**config.mk**
```make
export PLATFORM = sky130hd
export DESIGN_NAME = guess_grader
export DESIGN_NICKNAME = d
export VERILOG_FILES = /design/src/rtl/guess_grader.sv
export SDC_FILE = /design/constraint.sdc
export NUM_CORES = 1
export LEC_CHECK = 0
export CAP_MARGIN = 25
export CORE_ASPECT_RATIO = 1.2
export CORE_MARGIN = 10
export CORE_UTILIZATION = 56
export DETAILED_ROUTE_END_ITERATION = 16
export GPL_ROUTABILITY_DRIVEN = 0
export PLACE_DENSITY_LB_ADDON = 0.15
export SYNTH_ARGS = -nofsm -noshare
export SYNTH_HDL_FRONTEND = slang
export SYNTH_SLANG_ARGS = --single-unit
export TNS_END_PERCENT = 5
```
**constraint.sdc**
```tcl
create_clock -name clock -period 5.17 [get_ports clock]
set_clock_uncertainty 0.2 [all_clocks]
set_input_delay 0.517 -clock clock [delete_from_list [all_inputs] [get_ports clock]]
set_output_delay 0.517 -clock clock [all_outputs]
set_load 0.01 [all_outputs]
```
**src/rtl/guess_grader.sv**
```systemverilog
// Grades a 12-bit guess against the loaded master pattern over 10 cycles:
// 4 position cycles (Znarly), then 6 shape cycles (Znarly + Zood total).
module guess_grader #(
  parameter int MAX_ROUNDS = 8
) (
  input  logic        clock,
  input  logic        reset,
  input  logic        startGame,
  input  logic [11:0] masterPattern,
  input  logic        masterLoaded,
  input  logic [11:0] Guess,
  input  logic        gradeGuess,
  output logic        busy,
  output logic        graded,
  output logic        guessRejected,
  output logic [2:0]  Znarly,
  output logic [2:0]  Zood,
  output logic [3:0]  roundNumber,
  output logic        gameWon,
  output logic        gameOver,
  output logic [1:0]  dbg_state
);

  typedef enum logic [1:0] {IDLE, EXACT, SHAPE, DONE} state_t;

  localparam logic [3:0] MAX_R = 4'(MAX_ROUNDS);

  state_t      state_q, state_d;
  logic [1:0]  idx_q, idx_d;
  logic [2:0]  shape_q, shape_d;
  logic [11:0] g_q, g_d, m_q, m_d;
  logic [2:0]  exact_q, exact_d, sum_min_q, sum_min_d;
  logic [2:0]  znarly_q, znarly_d, zood_q, zood_d;
  logic [3:0]  round_q, round_d;
  logic        won_q, won_d, over_q, over_d, rej_q, rej_d;

  logic [2:0]  g_fld, m_fld, cnt_m, cnt_g, min_cnt, sum_next;
  logic        guess_ok;

  function automatic logic [2:0] count_eq(input logic [11:0] p, input logic [2:0] s);
    logic [2:0] n;
    n = 3'd0;
    for (int i = 0; i < 4; i++) begin
      if (p[3*i +: 3] == s) n = n + 3'd1;
    end
    return n;
  endfunction

  function automatic logic code_ok(input logic [2:0] c);
    return (c != 3'b000) && (c != 3'b111);
  endfunction

  // Handshake: gradeGuess is a request sampled only while idle, loaded and
  // not game-over; it is never queued. busy covers the 10 grading cycles and
  // graded pulses once when results are valid. Hold gradeGuess for one cycle.
  always_comb begin
    g_fld = 3'd0;
    m_fld = 3'd0;
    case (idx_q)
      2'd0: begin g_fld = g_q[2:0];  m_fld = m_q[2:0];  end
      2'd1: begin g_fld = g_q[5:3];  m_fld = m_q[5:3];  end
      2'd2: begin g_fld = g_q[8:6];  m_fld = m_q[8:6];  end
      default: begin g_fld = g_q[11:9]; m_fld = m_q[11:9]; end
    endcase
    cnt_m    = count_eq(m_q, shape_q);
    cnt_g    = count_eq(g_q, shape_q);
    min_cnt  = (cnt_m < cnt_g) ? cnt_m : cnt_g;
    sum_next = sum_min_q + min_cnt;
    guess_ok = code_ok(Guess[2:0]) && code_ok(Guess[5:3]) &&
               code_ok(Guess[8:6]) && code_ok(Guess[11:9]);
  end

  always_comb begin
    state_d   = state_q;
    idx_d     = idx_q;
    shape_d   = shape_q;
    g_d       = g_q;
    m_d       = m_q;
    exact_d   = exact_q;
    sum_min_d = sum_min_q;
    znarly_d  = znarly_q;
    zood_d    = zood_q;
    round_d   = round_q;
    won_d     = won_q;
    over_d    = over_q;
    rej_d     = 1'b0;

    if (startGame) begin
      state_d  = IDLE;
      znarly_d = 3'd0;
      zood_d   = 3'd0;
      round_d  = 4'd0;
      won_d    = 1'b0;
      over_d   = 1'b0;
    end else begin
      case (state_q)
        IDLE: begin
          if (gradeGuess && masterLoaded && !over_q) begin
            if (!guess_ok) begin
              rej_d = 1'b1;
            end else begin
              g_d       = Guess;
              m_d       = masterPattern;
              exact_d   = 3'd0;
              sum_min_d = 3'd0;
              idx_d     = 2'd0;
              state_d   = EXACT;
            end
          end
        end
        EXACT: begin
          if (g_fld == m_fld) exact_d = exact_q + 3'd1;
          if (idx_q == 2'd3) begin
            state_d = SHAPE;
            shape_d = 3'd1;
          end else begin
            idx_d = idx_q + 2'd1;
          end
        end
        SHAPE: begin
          sum_min_d = sum_next;
          if (shape_q == 3'd6) begin
            state_d  = DONE;
            znarly_d = exact_q;
            zood_d   = (sum_next >= exact_q) ? (sum_next - exact_q) : 3'd0;
            round_d  = round_q + 4'd1;
            // Win/over latch with the results so they are visible alongside graded.
            if (exact_q == 3'd4) won_d = 1'b1;
            if (exact_q == 3'd4 || (round_q + 4'd1) == MAX_R) over_d = 1'b1;
          end else begin
            shape_d = shape_q + 3'd1;
          end
        end
        default: state_d = IDLE;
      endcase
    end
  end

  always_ff @(posedge clock) begin
    if (reset) begin
      state_q   <= IDLE;
      idx_q     <= 2'd0;
      shape_q   <= 3'd0;
      g_q       <= 12'd0;
      m_q       <= 12'd0;
      exact_q   <= 3'd0;
      sum_min_q <= 3'd0;
      znarly_q  <= 3'd0;
      zood_q    <= 3'd0;
      round_q   <= 4'd0;
      won_q     <= 1'b0;
      over_q    <= 1'b0;
      rej_q     <= 1'b0;
    end else begin
      state_q   <= state_d;
      idx_q     <= idx_d;
      shape_q   <= shape_d;
      g_q       <= g_d;
      m_q       <= m_d;
      exact_q   <= exact_d;
      sum_min_q <= sum_min_d;
      znarly_q  <= znarly_d;
      zood_q    <= zood_d;
      round_q   <= round_d;
      won_q     <= won_d;
      over_q    <= over_d;
      rej_q     <= rej_d;
    end
  end

  assign busy          = (state_q == EXACT) || (state_q == SHAPE);
  assign graded        = (state_q == DONE);
  assign guessRejected = rej_q;
  assign Znarly        = znarly_q;
  assign Zood          = zood_q;
  assign roundNumber   = round_q;
  assign gameWon       = won_q;
  assign gameOver      = over_q;
  assign dbg_state     = state_q;

endmodule
```
==> run summary, run 1 <==
The leakage power summed over all cells came out at 1.65 nW. For met2 alone, demand over resource in global routing was 26.4%. The worst-case headroom to the max-slew limit came out at 64.0%. Setup violations remaining at the end of the flow were counted as 0. The detailed-route wire length came out at 7250 um. The H-tree depth reported by CTS is 2. In this run the clock root is driven by a sky130_fd_sc_hd__clkbuf_8. The number of antenna violations at the first check in global routing is 0. Entering global routing, the biggest net connects 38 pins. The die is 91.0 um wide. The routed length per instance is 14.6 um. The worst hold path belongs to the class reg -> reg. The remaining global-route overflow is 0. After synthesis the netlist holds a flip-flop and latch count of 50. The synthesized instance count came out at 378. The critical path goes through xnor2_1 > and3_1 > ha_1 > xnor2_2 > ha_1 > mux2i_1 > inv_1 > ha_1 > nor2_1 > o21bai_1 > o22ai_1 > or3_1 > fa_1 > xnor2_1 > xnor2_1 > ha_1 > a21o_1 > a22oi_1 > nor2_1. The final number of max-transition violations came out at 0. Relative to the synthesized area, the layout overhead comes to 15.9%.

In this run, post-CTS hold repair placed 0 buffers. Based on the critical path, the design can be clocked at up to 205 MHz. The final cell utilization of the core came out at 65.8%. The largest single stage delay on the critical path is 670 ps. After the last flow step, the layout net total stands at around 470.

The detail route stage leaves a number of antenna-violating nets equal to 0. The critical path class is reg -> reg. The slowest stage of the critical path is the sky130_fd_sc_hd__dfxtp_1 cell.

The clock transition at the registers of the reported paths came out at 90 ps. The effective utilization at floorplan came out at 56.7%. The largest fanout on the critical path came out at 11. The total I/O pin count came out at 46. The number of nets produced by synthesis came out at roughly 440. The count of buffer and inverter cells on the critical path is 1. The worst-case IR drop observed on VDD is 176 uV. Of all flip-flops after synthesis, the portion carrying an async set or reset was 0%. The total area inside the core boundary comes to 5970 um^2. Dividing the synthesized area by the synthesized cell count gives 8.97 um^2. Clock tree synthesis inserted a total of 5 buffers. The hold violation count in the final report came out at 0.

The total vias in the final route came out at 2767. The first detailed-routing pass ran for 4 iterations. Setup repair after global routing left no endpoint under its margin. The global router's overall resource usage is between 10 and 15%.

The cell area that synthesis handed to floorplanning was 3390 um^2. The routing usage on met1 came out at 15.3%. The cell with the most instances on the worst path is sky130_fd_sc_hd__ha_1. The post-route fraction of the period consumed by the critical path is 94.3%. Of the synthesized area, sequential elements account for between 20% and 30%. STA classifies the critical path endpoint as a flop.

The worst setup path is launched from a flop. The half-perimeter wire length after placement is 5820 um. The synthesized netlist contains 60 unique library cells. In this run the power density over the cells is 220 nW/um^2. The wire length of the first global-routing pass is approximately 12000 um. The ratio of cells with drive above 1 in the final layout is just under 8%. From bottom edge to top edge, the die measures 105 um. The dominant delay contributor by cell family on the critical path is adder cells. The final antenna diode count is 0. The required time of the critical path is 5170 ps.

The design area came out at 3930 um^2. During synthesis, Yosys emitted a total of 0 warnings. TritonCTS built the clock tree.

Subtracting the final worst setup slack from the clock period gives just under 5000 ps. The clock insertion delay at the later pin of the skew report came out at 310 ps. The post-detailed-placement cell area came out at between 3000 and 4000 um^2. The run finished with clean final reports. The total number of placement rows came out at 31. The tool flagged a number of max-cap violations equal to 0.

The number of remaining DRC errors came out at 0. The DRC marker count from the first detailed-route iteration came out at 139. In this run the tool buffered the top-level ports with between 40 and 50 buffer cells. The maximum buffer depth of the clock tree is 2. The data arrival at the endpoint of the critical path is 4870 ps.

The global-route met3 utilization came out at 3.19%. The final-layout worst hold slack is 256 ps. The summed negative setup slack over all endpoints came out at 0 ps. The global-route layer with the greatest usage is met2.

Counting every sink on the clock net gives 50. The full die area came out at 9580 um^2. Leaving out fill and tap cells, the most frequent cells in the layout are 48 x sky130_fd_sc_hd__dfxtp_1, 45 x sky130_fd_sc_hd__clkdlybuf4s50_1, 44 x sky130_fd_sc_hd__nor2_1. The number of global-route vias before repair is between 2000 and 3000. At the pin with the least slew margin, the transition time is 540 ps. The most frequent standard cell in the layout excluding fill and tap cells is sky130_fd_sc_hd__dfxtp_1. After detailed routing, the number of vias per cell comes to 5.57. The number of synthesized flops with an enable pin came out at 0.

The most used flip-flop cell after synthesis is sky130_fd_sc_hd__dfxtp_1.
==> layout make-up <==
class | count | area, um^2
sequential | 50 | 1000
clock buffer | 6 | 82.6
inverter | 23 | 86.3
multi-input combinational | 287 | 2180
timing repair buffer | 47 | 465
clock inverter | 2 | 12.5
fill | 550 | 2040
tap | 82 | 103
==> through the flow <==
step	setup WS, ps	power (mW)	std cells
final	296	0.866	497
after global routing	0.785	0.917	497
after CTS	264	0.874	497
after detailed placement	270	0.638	489
after global placement	487	0.628	489
after floorplan	678	0.576	378
==> power breakdown <==
part           switching (mW)  internal, mW
clock                   0.129         0.108
combinational           0.119         0.114
sequential            0.00700         0.390
total                   0.255         0.611
==> worst reg2reg max path, delay by kind of cell, from the launching register on <==
family                   cells  cell delay (ps)
AO/OA/AOI/OAI                4              650
XOR/XNOR                     4              700
adder cells (fa/ha/maj)      5             1600
buffers and inverters        1               80
flip-flops                   1              670
multiplexers                 1              230
AND/OR/NAND/NOR              4              640
==> state kept, by name, summed over array words and instances, names as in the netlist <==
name and cells:
m_q 12, Znarly 3, Zood 3, gameOver 1
guessRejected 1, shape_q 3, exact_q 3, idx_q 2
g_q 12, dbg_state 2, sum_min_q 3, roundNumber 4
gameWon 1
==> synthesized netlist by cell type (5+ instances only) <==
| master | count | area share, % |
|---|---|---|
| sky130_fd_sc_hd__a21oi_1 | 17 | 2.5 |
| sky130_fd_sc_hd__a222oi_1 | 5 | 1.5 |
| sky130_fd_sc_hd__a22oi_1 | 5 | 1.1 |
| sky130_fd_sc_hd__a31oi_1 | 5 | 0.92 |
| sky130_fd_sc_hd__and3_1 | 7 | 1.3 |
| sky130_fd_sc_hd__clkbuf_1 | 7 | 0.78 |
| sky130_fd_sc_hd__dfxtp_1 | 50 | 30 |
| sky130_fd_sc_hd__ha_1 | 28 | 10 |
| sky130_fd_sc_hd__inv_1 | 23 | 2.5 |
| sky130_fd_sc_hd__mux2i_1 | 28 | 8.3 |
| sky130_fd_sc_hd__nand2_1 | 21 | 2.3 |
| sky130_fd_sc_hd__nand3_1 | 18 | 2.7 |
| sky130_fd_sc_hd__nor2_1 | 44 | 4.9 |
| sky130_fd_sc_hd__o21ai_0 | 10 | 1.5 |
| sky130_fd_sc_hd__xnor2_1 | 31 | 8.0 |
| sky130_fd_sc_hd__xor2_1 | 8 | 2.1 |
==> metal layers <==
layer / vias to the layer above / part of all wire [%]
li1: 1394 / -
met1: 1280 / 41
met2: 72 / 50
met3: 21 / 4.9
met4: 0 / 4.0
met5: - / 0
==> final timing paths <==
kind	startpoint	end	slack, ps	cells past startpoint
worst max-delay path	shape_q[1]$_SDFFE_PP0P_	Zood[0]$_SDFFE_PP0P_	300	19
worst min-delay path	Znarly[1]$_SDFFE_PP0P_	Znarly[1]$_SDFFE_PP0P_	260	2
worst max register to register	shape_q[1]$_SDFFE_PP0P_	Zood[0]$_SDFFE_PP0P_	300	19
worst min register to register	Znarly[1]$_SDFFE_PP0P_	Znarly[1]$_SDFFE_PP0P_	260	2
==> logic make-up (layout without fill, tap and decap cells) <==
| group | count (synthesis) | after routing | share of synthesized area, % |
|---|---|---|---|
| xor+xnor | 41 | 41 | 11.0 |
| buf+inv | 41 | 78 | 6.28 |
| compound gates | 61 | 61 | 13.0 |
| fa+ha+maj | 30 | 30 | 11.5 |
| mux | 31 | 31 | 9.60 |
| flops | 50 | 50 | 29.5 |
| simple gates | 124 | 124 | 19.0 |
==> what timing repair did <==
action,in CTS,in global routing
resized for setup,0,2
setup endpoints to repair,0,3
buffers inserted,0,0
Note: power is estimated with default switching activity, not from simulation.
==> run 2: changes to the inputs <==
--- a/config.mk
+++ b/config.mk
@@ -9,9 +9,11 @@
 export CORE_ASPECT_RATIO = 1.2
 export CORE_MARGIN = 10
 export CORE_UTILIZATION = 56
+export CTS_CLUSTER_SIZE = 30
 export DETAILED_ROUTE_END_ITERATION = 16
 export GPL_ROUTABILITY_DRIVEN = 0
 export PLACE_DENSITY_LB_ADDON = 0.15
+export SETUP_SLACK_MARGIN = 0.02
 export SYNTH_ARGS = -nofsm -noshare
 export SYNTH_HDL_FRONTEND = slang
 export SYNTH_SLANG_ARGS = --single-unit
==> run 2 against run 1 <==
Net effect:
- utilization is essentially flat
- clock power hardly changed
- via count is 0.22% lower
- worst setup slack better by 170 ps
- register-to-register slack improved by 170 ps
- die area did not move
- fmax rose by 3.7%
- final cell count did not move
- critical path type unchanged
==> run summary, run 2 (synthesized netlist as in run 1, its figures left out) <==
The worst-case headroom to the max-slew limit is 67.8% (+3.8 points). The pin count of the biggest net entering global routing came to 38 (unchanged). The required time of the critical path is 5160 ps (about the same). The total number of placement rows is 31 (unchanged). The class of the most critical hold timing path is reg -> reg. The die span in x is 91.0 um (unchanged). The number of resized instances in the post-cts repair step came to 0 (unchanged). The post-route fraction of the period consumed by the critical path was 90.9% (-3.3 points).

The post-place setup slack came out at 270 ps (unchanged). The worst setup path is of the reg -> reg kind. The quantity of hold-fixing buffers added after cts is 0 (unchanged). The number of iterations in the first detailed-routing pass is 4 (unchanged). The data arrival at the endpoint of the critical path came out at 4700 ps (-170 ps). The count of antenna-violating nets left after detailed routing is 0 (unchanged). The final antenna diode count came to 0 (unchanged). The effective utilization at floorplan came out at 56.7% (unchanged).

The post-detailed-route via-to-cell ratio came to 5.56 (-0.22%). The final number of max-transition violations came out at 0 (unchanged). The global router's overall resource usage came out at 14.6% (unchanged). The leakage power summed over all cells is 1.65 nW (about the same). The power per standard cell area is 220 nW/um^2 (about the same). The ratio of cells with drive above 1 in the final layout is 8.19% (+0.24 points). Setup repair after global routing left no endpoint under its margin.

The slew at the pin with the worst max-slew slack is 481 ps (-58.6 ps). The summed negative setup slack over all endpoints is 0 ps (unchanged). The maximum vdd drop came to 176 uV (about the same).

The layout overhead on the synthesized area was 15.9% (about the same). The maximum buffer depth of the clock tree is 2 (unchanged). The number of remaining DRC errors came out at 0 (unchanged). In the layout the commonest cells are 47 x sky130_fd_sc_hd__dfxtp_1, 45 x sky130_fd_sc_hd__clkdlybuf4s50_1, 44 x sky130_fd_sc_hd__nor2_1.

The full die area is 9580 um^2 (unchanged). The routed length per instance is 14.6 um (-0.18%). The final count of negative-setup-slack endpoints is 0 (unchanged). The remaining global-route overflow is 0 (unchanged).

The run finished with clean final reports. TritonCTS built the clock tree. The wire length of the first global-routing pass came out at 11900 um (unchanged). The total vias in the final route is 2761 (-0.22%). The setup slack of the critical path after layout came out at 468 ps (+172 ps). The H-tree depth reported by CTS is 2 (unchanged). The count of clock tree sinks came out at 50 (unchanged). The critical path goes through xnor2_1 > and3_1 > ha_1 > xnor2_2 > inv_1 > ha_1 > mux2i_4 > ha_1 > nor2_1 > o21bai_1 > o22ai_1 > or3_1 > fa_1 > xnor2_1 > xnor2_1 > ha_1 > a21o_1 > a22oi_1 > nor2_1. The library cell used most frequently in the layout, excluding fill and tap cells, is sky130_fd_sc_hd__dfxtp_1. The vertical die dimension is 105 um (unchanged). The number of antenna violations at the first check in global routing came out at 0 (unchanged). The fmax came out at 213 MHz (+3.7%). The half-perimeter wire length after placement is 5820 um (unchanged). The number of nets in the finished design came out at 473 (unchanged). The total I/O pin count is 46 (unchanged).

The total core area is 5970 um^2 (unchanged). The DRC marker count from the first detailed-route iteration came to 151 (+8.6%). The hold violation count in the final report is 0 (unchanged).

The delay of the slowest cell on the worst path came out at 520 ps (-150 ps). The cell with the most instances on the worst path is sky130_fd_sc_hd__ha_1. The clock insertion delay at the later pin of the skew report came out at 310 ps (about the same).

The detailed-route wire length is 7230 um (-0.18%). The number of port buffers was 45 (unchanged). The clock transition at the registers of the reported paths came out at 90 ps (about the same).

The number of CTS-inserted buffers is 5 (unchanged). The number of global-route vias before repair is 2653 (unchanged). Clock tree synthesis selected as its root buffer the cell sky130_fd_sc_hd__clkbuf_8. The type of destination of the critical path is a flop.

The minimum clock period came out at 4700 ps (-172 ps). The largest fanout on the critical path was 13 (+2). The dominant delay contributor by cell family on the critical path is adder cells.

STA classifies the critical path startpoint as a flop. The slowest stage of the critical path belongs to the cell sky130_fd_sc_hd__dfxtp_2. The number of maximum-capacitance violations came out at 0 (unchanged). The number of post-CTS setup repair buffers came out at 0 (unchanged). The count of buffer and inverter cells on the critical path was 1 (unchanged).
run 2: cell counts in the layout (fill, tap and decap cells not counted):
No cell type changed its count.
run 2: area by class of cell:
| class | instances | area (um^2) |
|---|---|---|
| Multi-Input combinational cell | 287 | 2180 |
| Tap cell | 82 | 103 |
| Clock buffer | 6 | 82.6 |
| Fill cell | 551 | 2040 |
| Sequential cell | 50 | 1000 |
| Clock inverter | 2 | 12.5 |
| Timing Repair Buffer | 47 | 465 |
| Inverter | 23 | 86.3 |
run 2: worst paths after layout:
kind                                start                endpoint  slack [ps]  cells after the start
setup reg to reg  shape_q[2]$_SDFFE_PP0P_    Zood[0]$_SDFFE_PP0P_         470                     19
hold / removal     Znarly[1]$_SDFFE_PP0P_  Znarly[1]$_SDFFE_PP0P_         260                      2
setup / recovery  shape_q[2]$_SDFFE_PP0P_    Zood[0]$_SDFFE_PP0P_         470                     19
hold reg to reg    Znarly[1]$_SDFFE_PP0P_  Znarly[1]$_SDFFE_PP0P_         260                      2
run 2: metal layers:
metal | wire [um] | up-vias | global-route usage, %
li1 | - | 1393 | -
met1 | 2950 | 1271 | 15.3
met2 | 3650 | 78 | 26.4
met3 | 353 | 19 | 3.19
met4 | 278 | 0 | 8.18
met5 | 0 | - | 0
run 2: metrics by stage:
stage               hold WS, ps  utilization (%)  instance area (um^2)  cells  power [mW]
floorplan                   254                -                  3390    378       0.576
CTS                         260             65.7                  3930    497       0.874
global placement            241             64.1                  3830    489       0.628
finish                      256             65.8                  3930    497       0.866
detailed placement          247             64.1                  3830    489       0.638
global route                274             65.8                  3930    497       0.917
run 2: worst reg2reg max path, cell delays in order (launching register included):
cell and delay (ps):
sky130_fd_sc_hd__dfxtp_2 520, sky130_fd_sc_hd__xnor2_1 110, sky130_fd_sc_hd__and3_1 220, sky130_fd_sc_hd__ha_1 340, sky130_fd_sc_hd__xnor2_2 260, sky130_fd_sc_hd__inv_1 70, sky130_fd_sc_hd__ha_1 300, sky130_fd_sc_hd__mux2i_4 180
sky130_fd_sc_hd__ha_1 230, sky130_fd_sc_hd__nor2_1 60, sky130_fd_sc_hd__o21bai_1 200, sky130_fd_sc_hd__o22ai_1 100, sky130_fd_sc_hd__or3_1 340, sky130_fd_sc_hd__fa_1 410, sky130_fd_sc_hd__xnor2_1 200, sky130_fd_sc_hd__xnor2_1 170
sky130_fd_sc_hd__ha_1 290, sky130_fd_sc_hd__a21o_1 200, sky130_fd_sc_hd__a22oi_1 140, sky130_fd_sc_hd__nor2_1 50
run 2: where the power goes:
part,internal [mW],total (mW),switching (mW),leakage (nW)
Combinational,0.114,0.233,0.119,1.20
Sequential,0.390,0.397,0.00705,0.405
Clock,0.108,0.236,0.128,0.0472
